$ cat src/rtl/traffic_phase_scheduler.sv
// Four-phase intersection sequencer: latches vehicle, pedestrian and emergency requests and steps
// ALLRED -> GREEN/WALK -> YELLOW -> ALLRED. It enforces min/max green and picks phases round-robin.
module traffic_phase_scheduler #(
  parameter int MIN_GREEN = 5,
  parameter int MAX_GREEN = 30,
  parameter int YELLOW_T  = 3,
  parameter int ALLRED_T  = 1,
  parameter int WALK_T    = 10,
  parameter int TW        = 5
) (
  input  logic          clk,
  input  logic          rst_n,
  input  logic          tick,
  input  logic [3:0]    req,
  input  logic          ped_btn,
  input  logic          emerg,
  input  logic [1:0]    emerg_phase,
  output logic [3:0]    grant,
  output logic [3:0]    yellow,
  output logic          all_red,
  output logic          walk,
  output logic [3:0]    pending,
  output logic          ped_pending,
  output logic [TW-1:0] timer
);

  localparam logic [1:0] S_ALLRED = 2'd0;
  localparam logic [1:0] S_GREEN  = 2'd1;
  localparam logic [1:0] S_YELLOW = 2'd2;
  localparam logic [1:0] S_WALK   = 2'd3;

  localparam logic [TW-1:0] ALLRED_END = TW'(ALLRED_T - 1);
  localparam logic [TW-1:0] YELLOW_END = TW'(YELLOW_T - 1);
  localparam logic [TW-1:0] WALK_END   = TW'(WALK_T - 1);
  localparam logic [TW-1:0] MIN_END    = TW'(MIN_GREEN - 1);
  localparam logic [TW-1:0] MAX_END    = TW'(MAX_GREEN - 1);
  localparam logic [TW-1:0] CNT_SAT    = TW'(MAX_GREEN);

  logic [1:0]    state, state_nxt;
  logic [1:0]    cur, cur_nxt;
  logic [1:0]    last;
  logic [TW-1:0] cnt;
  logic [3:0]    pend_nxt;
  logic          ped_nxt;
  logic [3:0]    cur_oh;
  logic          other;
  logic          trans;
  logic          green_entry;

  // First pending phase at or after 'from', wrapping 3 -> 0; only meaningful when pend != 0.
  function automatic logic [1:0] rr_pick(input logic [3:0] pend, input logic [1:0] from);
    logic [1:0] idx;
    rr_pick = from;
    for (int k = 3; k >= 0; k--) begin
      idx = from + 2'(k);
      if (pend[idx]) rr_pick = idx;
    end
  endfunction

  always_comb begin
    state_nxt = state;
    cur_nxt   = cur;
    cur_oh    = 4'b0001 << cur;
    other     = (|(pending & ~cur_oh)) | ped_pending;
    case (state)
      S_ALLRED: begin
        if (tick && cnt == ALLRED_END) begin
          if (emerg) begin
            state_nxt = S_GREEN;
            cur_nxt   = emerg_phase;
          end else if (ped_pending) begin
            state_nxt = S_WALK;
          end else if (|pending) begin
            state_nxt = S_GREEN;
            cur_nxt   = rr_pick(pending, last + 2'd1);
          end else begin
            state_nxt = S_GREEN;
            cur_nxt   = 2'd0;
          end
        end
      end
      S_GREEN: begin
        // Preemption for a different phase skips tick and min-green; same phase pins green.
        if (emerg) begin
          if (emerg_phase != cur) state_nxt = S_YELLOW;
        end else if (tick && other && cnt >= MIN_END && (!req[cur] || cnt >= MAX_END)) begin
          state_nxt = S_YELLOW;
        end
      end
      S_YELLOW: begin
        if (tick && cnt == YELLOW_END) state_nxt = S_ALLRED;
      end
      default: begin
        if (emerg || (tick && cnt == WALK_END)) state_nxt = S_ALLRED;
      end
    endcase
    trans       = (state_nxt != state);
    green_entry = trans && (state_nxt == S_GREEN);

    // The served phase does not re-latch its own request while green; clear beats set.
    pend_nxt = pending | (req & ((state == S_GREEN) ? ~cur_oh : 4'hF));
    if (green_entry) pend_nxt = pend_nxt & ~(4'b0001 << cur_nxt);
    ped_nxt = (trans && state_nxt == S_WALK) ? 1'b0 : (ped_pending | ped_btn);
  end

  always_ff @(posedge clk or negedge rst_n) begin
    if (!rst_n) begin
      state       <= S_ALLRED;
      cur         <= 2'd0;
      last        <= 2'd3;
      cnt         <= '0;
      pending     <= 4'b0000;
      ped_pending <= 1'b0;
    end else begin
      state       <= state_nxt;
      cur         <= cur_nxt;
      pending     <= pend_nxt;
      ped_pending <= ped_nxt;
      if (green_entry) last <= cur_nxt;
      if (trans) cnt <= '0;
      else if (tick && cnt != CNT_SAT) cnt <= cnt + 1'b1;
    end
  end

  assign grant   = (state == S_GREEN)  ? (4'b0001 << cur) : 4'b0000;
  assign yellow  = (state == S_YELLOW) ? (4'b0001 << cur) : 4'b0000;
  assign all_red = (state == S_ALLRED);
  assign walk    = (state == S_WALK);
  assign timer   = cnt;

endmodule

$ cat config.mk
export PLATFORM = sky130hd
export DESIGN_NAME = traffic_phase_scheduler
export DESIGN_NICKNAME = d
export VERILOG_FILES = /design/src/rtl/traffic_phase_scheduler.sv
export SDC_FILE = /design/constraint.sdc
export NUM_CORES = 1
export LEC_CHECK = 0
export CORE_UTILIZATION = 44
export DETAILED_ROUTE_END_ITERATION = 8
export HOLD_SLACK_MARGIN = 0.05
export PLACE_DENSITY = 0.8
export REMOVE_ABC_BUFFERS = 1
export SYNTH_ARGS = -nofsm -noshare
export SYNTH_HDL_FRONTEND = slang
export SYNTH_SLANG_ARGS = --single-unit
export TNS_END_PERCENT = 50
$ cat constraint.sdc
create_clock -name clk -period 1.7 [get_ports clk]
set_input_delay 0.255 -clock clk [delete_from_list [all_inputs] [get_ports clk]]
set_output_delay 0.255 -clock clk [all_outputs]
set_load 0.02 [all_outputs]
---- After elaboration in Yosys (flattened, before gate mapping) ----
Index checks and enable logic that the tools add are counted.
word-level totals
  register bits after elaboration ......... 16
  input port bits ......................... 11
  word-level logic and storage cells ...... 90
cells by class
  $add $sub $neg .......................... 5
  $lt $le $gt $ge ......................... 7
  eq/ne operators ......................... 10
  shift-type cells ........................ 2
  multiplexer cells ....................... 35
  bitwise operators ....................... 8
  reductions and logical operators ........ 17
operators by type and width
  operator                                                                count
  2-bit 2-to-1 mux                                                        17
  4-bit 2-to-1 mux                                                        4
  2-bit by 3-bit < comparator with 1-bit output (second input constant)   5
  4-bit bitwise AND                                                       3
  1-bit binary-select mux with 2-bit select                               5
  5-bit 2-to-1 mux                                                        2
  1-bit logical AND                                                       9
  4-bit inverter                                                          2
  4-bit OR reduction                                                      2
  1-bit by 2-bit left shift with 4-bit output (first input constant)      2
  2-bit == test (second input constant)                                   3
  1-bit 2-to-1 mux                                                        6
  2-bit case mux with 3 select lines                                      1
  5-bit by 1-bit adder with 5-bit output (second input constant)          1
  5-bit by 2-bit == test with 1-bit output (second input constant)        1
  5-bit by 4-bit == test with 1-bit output (second input constant)        1
  5-bit by 3-bit >= comparator with 1-bit output (second input constant)  1
  5-bit >= comparator (second input constant)                             1
  5-bit zero test                                                         1
  5-bit inequality test (second input constant)                           1
  2-bit by 1-bit adder with 2-bit output (second input constant)          2
  2-bit adder (second input constant)                                     2
  2-bit by 1-bit == test with 1-bit output (second input constant)        2
  2-bit inequality test                                                   2
  6 further kinds                                                         8

---- Longest topological paths before layout ----
Gate-level depths: netlist (run 1).
  word-level depth ........................ 17
  depth in mapped cells ................... 7
  depth with buffers taken out ............ 7

---- Least setup slack after synthesis (run 1) ----
Ideal clock, no wire load.
  path kind ............................... register -> register
  start ................................... register cnt[2] (netlist: timer[2])
  end ..................................... register pending[0]
  library setup time ...................... 0.126 ns
  arrival time ............................ 1.798 ns
  slack ................................... -0.224 ns
  stages on the path, launching flop included .. 6
  clock period less this slack ............ 1.924 ns
  cell sequence ........................... dfrtp_1 > buf_6 > or4b_4 > nand3b_4 > nand2b_4 > o32a_1
between the ends
  longest elaborated chain between the ends .. 9
RTL lines
  item                                                                                          RTL line  source
  start, declared                                                                               42        logic [TW-1:0] cnt;
  start signal, assigned                                                                        121       else if (tick && cnt != CNT_SAT) cnt <= cnt + 1'b1;
  5-bit by 3-bit >= comparator with 1-bit output / 5-bit >= comparator (equally long branches)  86        end else if (tick && other && cnt >= MIN_END && (!req[cur] || cnt >= MAX_END)) begin
  1-bit logical AND / 1-bit logical OR (equally long branches)                                  86
  1-bit logical AND                                                                             86
  2-bit 2-to-1 mux                                                                              86
  2-bit 2-to-1 mux                                                                              84        if (emerg) begin
  2-bit case mux with 3 select lines                                                            65        case (state)
  2-bit inequality test / 2-bit by 1-bit == test with 1-bit output (equally long branches)      97, 98
  1-bit logical AND                                                                             98        green_entry = trans && (state_nxt == S_GREEN);
  4-bit 2-to-1 mux (*)                                                                          102       if (green_entry) pend_nxt = pend_nxt & ~(4'b0001 << cur_nxt);
  via pend_nxt[0]                                                                               43        logic [3:0] pend_nxt;
  end signal, assigned                                                                          117       pending <= pend_nxt;
  end, declared                                                                                 22        output logic [3:0] pending,
The timed path passes the listed nets; every way through them passes the cells marked *.
A chain may end at the register's enable or synchronous reset.

---- Worst setup path after layout (run 1) ----
  start ................................... register cnt[4] (netlist: timer[4])
  end ..................................... register pending[0]
Same word-level chain as after synthesis.

==> results of run 1 <==
-- power breakdown --
group / switching, uW / internal (uW) / total (uW)
Sequential: 143 / 518 / 662
Combinational: 904 / 799 / 1700
Clock: 123 / 131 / 254
-- kinds of logic (layout without fill, tap and decap cells) --
family	count (synthesis)	in the layout	share of synthesized area, %
multiplexers	2	2	2.70
AO/OA/AOI/OAI	41	41	22.3
XOR/XNOR	7	7	5.09
flip-flops	16	16	33.4
buffers and inverters	12	77	4.67
AND/OR/NAND/NOR	58	58	27.6
adder cells (fa/ha/maj)	4	4	4.15
-- worst paths after layout --
kind,endpoint,slack [ps],cells past startpoint,startpoint
min,pending[3],270,2,rst_n
max,pending[0],-80,4,timer[4]
max reg2reg,pending[0],-80,4,timer[4]
min reg2reg,last[0],520,2,last[0]
min in group clk,last[0],520,2,last[0]
max in group asynchronous,last[1],1180,2,rst_n
-- per-layer routing --
layer / track usage, % / vias to the layer above / part of all wire [%]
met2: 54.5 / 61 / 55
met3: 2.78 / 12 / 4.7
li1: - / 637 / -
met1: 31.5 / 673 / 38
met4: 12.4 / 0 / 2.2
met5: 0 / - / 0
-- timing repair --
item	in CTS	in global routing
buffers inserted	0	3
cloned	0	0
resized for setup	32	32
pin swaps	4	6
endpoints found under the setup margin	25	29
-- cells in the final DEF (no fill, tap or decap), types with 2 or more instances in the layout --
cell / n
buf_6: 4
nor2b_1: 4
dlymetal6s2s_1: 7
a32oi_1: 4
a21oi_1: 5
nand3_1: 4
dfstp_2: 2
ha_1: 4
nor2_1: 13
dlygate4sd2_1: 4
xor2_1: 3
nand2_1: 10
dfrtp_1: 11
nor2_2: 2
nand2b_1: 4
and2b_2: 3
nor3_1: 3
o21ai_0: 9
xnor2_1: 4
a21oi_2: 5
clkbuf_2: 7
clkbuf_4: 3
clkdlybuf4s50_1: 11
a31oi_1: 2
dfrtp_2: 3
o21ai_1: 2
nand2b_4: 2
buf_4: 31
inv_1: 8
-- cell type report --
cell class                 instances  area share [%]
tap                               30            1.98
sequential                        16            21.4
multi-input combinational        112            43.7
timing repair buffer              65            29.4
inverter                           8            1.58
clock buffer                       4            1.91
-- sequential cells by signal, indices dropped and copies added (netlist names) --
register and cells:
ped_pending 1, state 2, timer 5, last 2
pending 4, cur 2
-- through the flow --
step,setup TNS (ps),cells
after global routing,-1380,235
after global placement,-3590,228
after floorplan,-491,136
after detailed placement,-4260,228
final,-647,235
after CTS,-293,232
-- critical path: stages, from the launching register on --
cell and delay, ps:
dfrtp_1 400, or4b_4 560, nand3b_4 200, nand2b_4 180
o32a_1 340
==> impl_metrics.toml, run 1 <==
[power_and_ir_drop]
powerDensity_nw_per_um2 = 1380
total_power_uw = 2620
leakagePower_uw = 0.000898
vdd_drop_max_uv = 1130

[route]
via_per_inst = 5.89
drc = 0
ant_nets = 0
wl_per_cell_um = 16.7
dr.pass1.iters = 4
num_vias = 1383
drt_iter0_drc = 27
wl_um = 3910

[sta]
max_freq_mhz = 561
period_minus_slack_ps = 1780
rsz0062_at_grt = "true"
worst_slack_ps = -81.2
holdWs_ps = 275
period_share_pct = 105
worstMarginPinSlew_ps = 407
fin_skew_ps = 7.55
slew_violations = 0
relSlewSlack_pct = 72.8
hold_violations = 0
final-setup-viol-count = 13

[place]
port-buffer-count = 30
hpwl_um = 2870
place_congestion = 0.872
place_ws_ps = -358
place_area_um2 = 1760

[layout]
multi_input_area_um2 = 830
final_util_pct = 75.2
num_antenna_cells = 0
drive_gt1_share_pct = 39.0
synthToLayoutAreaGrowth_pct = 57.4
final_area_um2 = 1900
fillCellCount = 195
regArea_um2 = 407
fin_nets = 221

[synth]
synth_seq_cells = 16
async_flop_share_pct = 100
yosys-top-cells-count = "nor2_1 (15), dfrtp_1 (14), o21ai_0 (11), a21oi_1 (10), nand2_1 (10)"
synthMostInstantiatedCell = "nor2_1"
avgSynthCellArea_um2 = 8.61
synth_area_um2 = 1200
synth_top_area_cell = "dfrtp_1"
synth_cells = 140
ys_seq_area_share_pct = 33.4
synth_top_area_share_pct = 29.1
synth_ff_type = "dfrtp_1"
synth_area_leaders = "dfrtp_1 (29%), nor2_1 (4.7%), o21ai_0 (4.6%)"
synth-edff-count = 0
ys.warnings.count = 0
yosysUniqueCellTypes = 45

[clock_tree]
clkTransAtPathRegs_ps = 90
clock_sinks = 16
hold_buffers = 0
clockBufferDepth = 2
clk_latency_ps = 300
root_buffer = "clkbuf_4"
cts_tree = "yes"
numCtsBuffers = 3
h-tree-depth = 1

[floorplanning]
dieArea_um2 = 2950
initial_core_util_pct = 47.8
core.rowCount = 18
die_x_um = 54.3
design.core.area_um2 = 2520
ios = 31
fp.dieH_um = 54.3

[critical_path]
end_kind = "flip-flop"
crit_fanout = 4
startpoint_type = "flip-flop"
cp.required_ps = 1890
critical_path_arrival_ps = 1970
crit_type = "reg2reg"

[run_status]
status = "finished, violations left"
failed_checks = "negative setup slack"

[hold_path]
hold_class = "in2async"

[job]
cap_viol_max_count = 0

[grt]
grt_pass1_wl_um = 5970
grt-ovfl-total = 0
grt_pass1_vias = 1338
grt_max_degree = 17
antenna_found_initial = 0
track_usage_pct = 28.6
No activity file was read; power rests on OpenSTA's default activity.
==> run 2: changes to the inputs <==
CORE_MARGIN = 1   (was default)
CORE_UTILIZATION = 45   (was 44)
PLACE_DENSITY = 0.79   (was 0.8)
clock period = 2.02 ns   (was 1.7 ns; I/O delays follow)
==> impl_metrics.toml, run 2 (synthesis gave the netlist of run 1 again) <==
[grt]
grt_max_degree = 17
grt_pass1_vias = 1221
antenna_found_initial = 0
grt_pass1_wl_um = 5450
track_usage_pct = 26.7
grt-ovfl-total = 0

[run_status]
status = "completed"

[clock_tree]
clock_sinks = 16
h-tree-depth = 1
numCtsBuffers = 3
hold_buffers = 0
clk_latency_ps = 290
cts_tree = "yes"
clkTransAtPathRegs_ps = 100
root_buffer = "clkbuf_4"
post_cts_buffers = 0
clockBufferDepth = 2

[critical_path]
cp.required_ps = 2210
crit_fanout = 9
critical_path_arrival_ps = 2100
reg2reg_from = "pending[1]"
reg2reg_to = "pending[0]"
r2r_slack_ps = 110
crit_type = "reg2reg"
rr_worst_depth = 5
startpoint_type = "flip-flop"
end_kind = "flip-flop"

[layout]
final_area_um2 = 1650
synthToLayoutAreaGrowth_pct = 36.6
layout_commonest_cell = "clkdlybuf4s50_1"
fin_nets = 197
regArea_um2 = 403
drive_gt1_share_pct = 17.1
largest_reg_flops = 5
final_cell_mix = "clkdlybuf4s50_1 (22), nor2_1 (15), dfrtp_1 (14)"
fillCellCount = 209
num_antenna_cells = 0
multi_input_area_um2 = 758
final_util_pct = 65.8

[hold_path]
hold_class = "in2async"

[sta]
final-setup-viol-count = 0
holdWs_ps = 440
fin_skew_ps = 3.98
hold_violations = 0
rsz0062_at_grt = "false"
period_minus_slack_ps = 1910
relSlewSlack_pct = 49.8
worstMarginPinSlew_ps = 751
max_freq_mhz = 522
slew_violations = 0
period_share_pct = 94.8

[job]
cap_viol_max_count = 0

[floorplanning]
initial_core_util_pct = 48.2
fp.dieH_um = 53.7
ios = 31
design.core.area_um2 = 2500
core.rowCount = 18
die_x_um = 53.7
dieArea_um2 = 2890

[place]
place_congestion = 0.849
place_area_um2 = 1600
port-buffer-count = 30
hpwl_um = 2580

[route]
drc = 0
ant_nets = 0
wl_um = 3360
dr.pass1.iters = 4
via_per_inst = 5.92
drt_iter0_drc = 40
num_vias = 1250
wl_per_cell_um = 15.9

[power_and_ir_drop]
leakagePower_uw = 0.000748
vdd_drop_max_uv = 996
powerDensity_nw_per_um2 = 1150
[run 2: changes by cell type in the layout (fill, tap and decap cells not counted), sizes merged]
cell,delta
buf,-24
clkdlybuf4s50,+11
clkbuf,-7
dlymetal6s2s,-5
dlygate4sd2,+2
clkdlybuf4s15,-1
[run 2: per-layer routing]
metal	vias to the layer above	routed length (um)	share of wire, %	track usage [%]
met2	45	1750	52	47.7
met5	-	0	0	0
met1	606	1350	40	30.6
met3	8	186	5.5	4.80
met4	0	80	2.4	11.8
li1	591	-	-	-
[run 2: critical path: stages, from the launching register on]
cell	delay (ps)
dfrtp_1	500
nor4_2	340
or3_1	180
o21ai_0	140
or2_2	330
o32a_1	330
[run 2: worst max-delay path by stage]
stage | start | to | slack, ps | cells after the start
after global routing | pending[1] | pending[0] | 7 | 5
after detailed placement | tick | pending[3] | -130 | 6
final | pending[1] | pending[0] | 110 | 5
after floorplan | timer[2] | pending[0] | 150 | 4
after CTS | state[0] | grant[3] | 0.3 | 3
after global placement | tick | pending[3] | -30 | 6
[run 2: area by class of cell]
class / instances / area share, %
Multi-Input combinational cell: 112 / 46.1
Sequential cell: 16 / 24.5
Timing Repair Buffer: 41 / 23.1
Tap cell: 30 / 2.28
Clock buffer: 4 / 2.21
Inverter: 8 / 1.83
[run 2: repair_timing]
action                                  in CTS  in global routing
pin swaps                                    0                  0
endpoints found under the setup margin       6                  8
gates resized for setup                      6                  4
[run 2: power breakdown]
group	internal [uW]	leakage, uW	switching, uW
logic	510	0.000544	575
clock network	110	0.0000210	109
registers	432	0.000183	163
[run 2: stage by stage]
stage                     setup WS (ps)  std cells  setup TNS [ps]  power, uW
after floorplan                     150        136               0       1230
after global placement            -25.5        207           -45.0       1650
after detailed placement           -130        207            -482       1690
after CTS                         0.320        211               0       1890
after global routing               7.16        211               0       2040
final                               106        211               0       1900
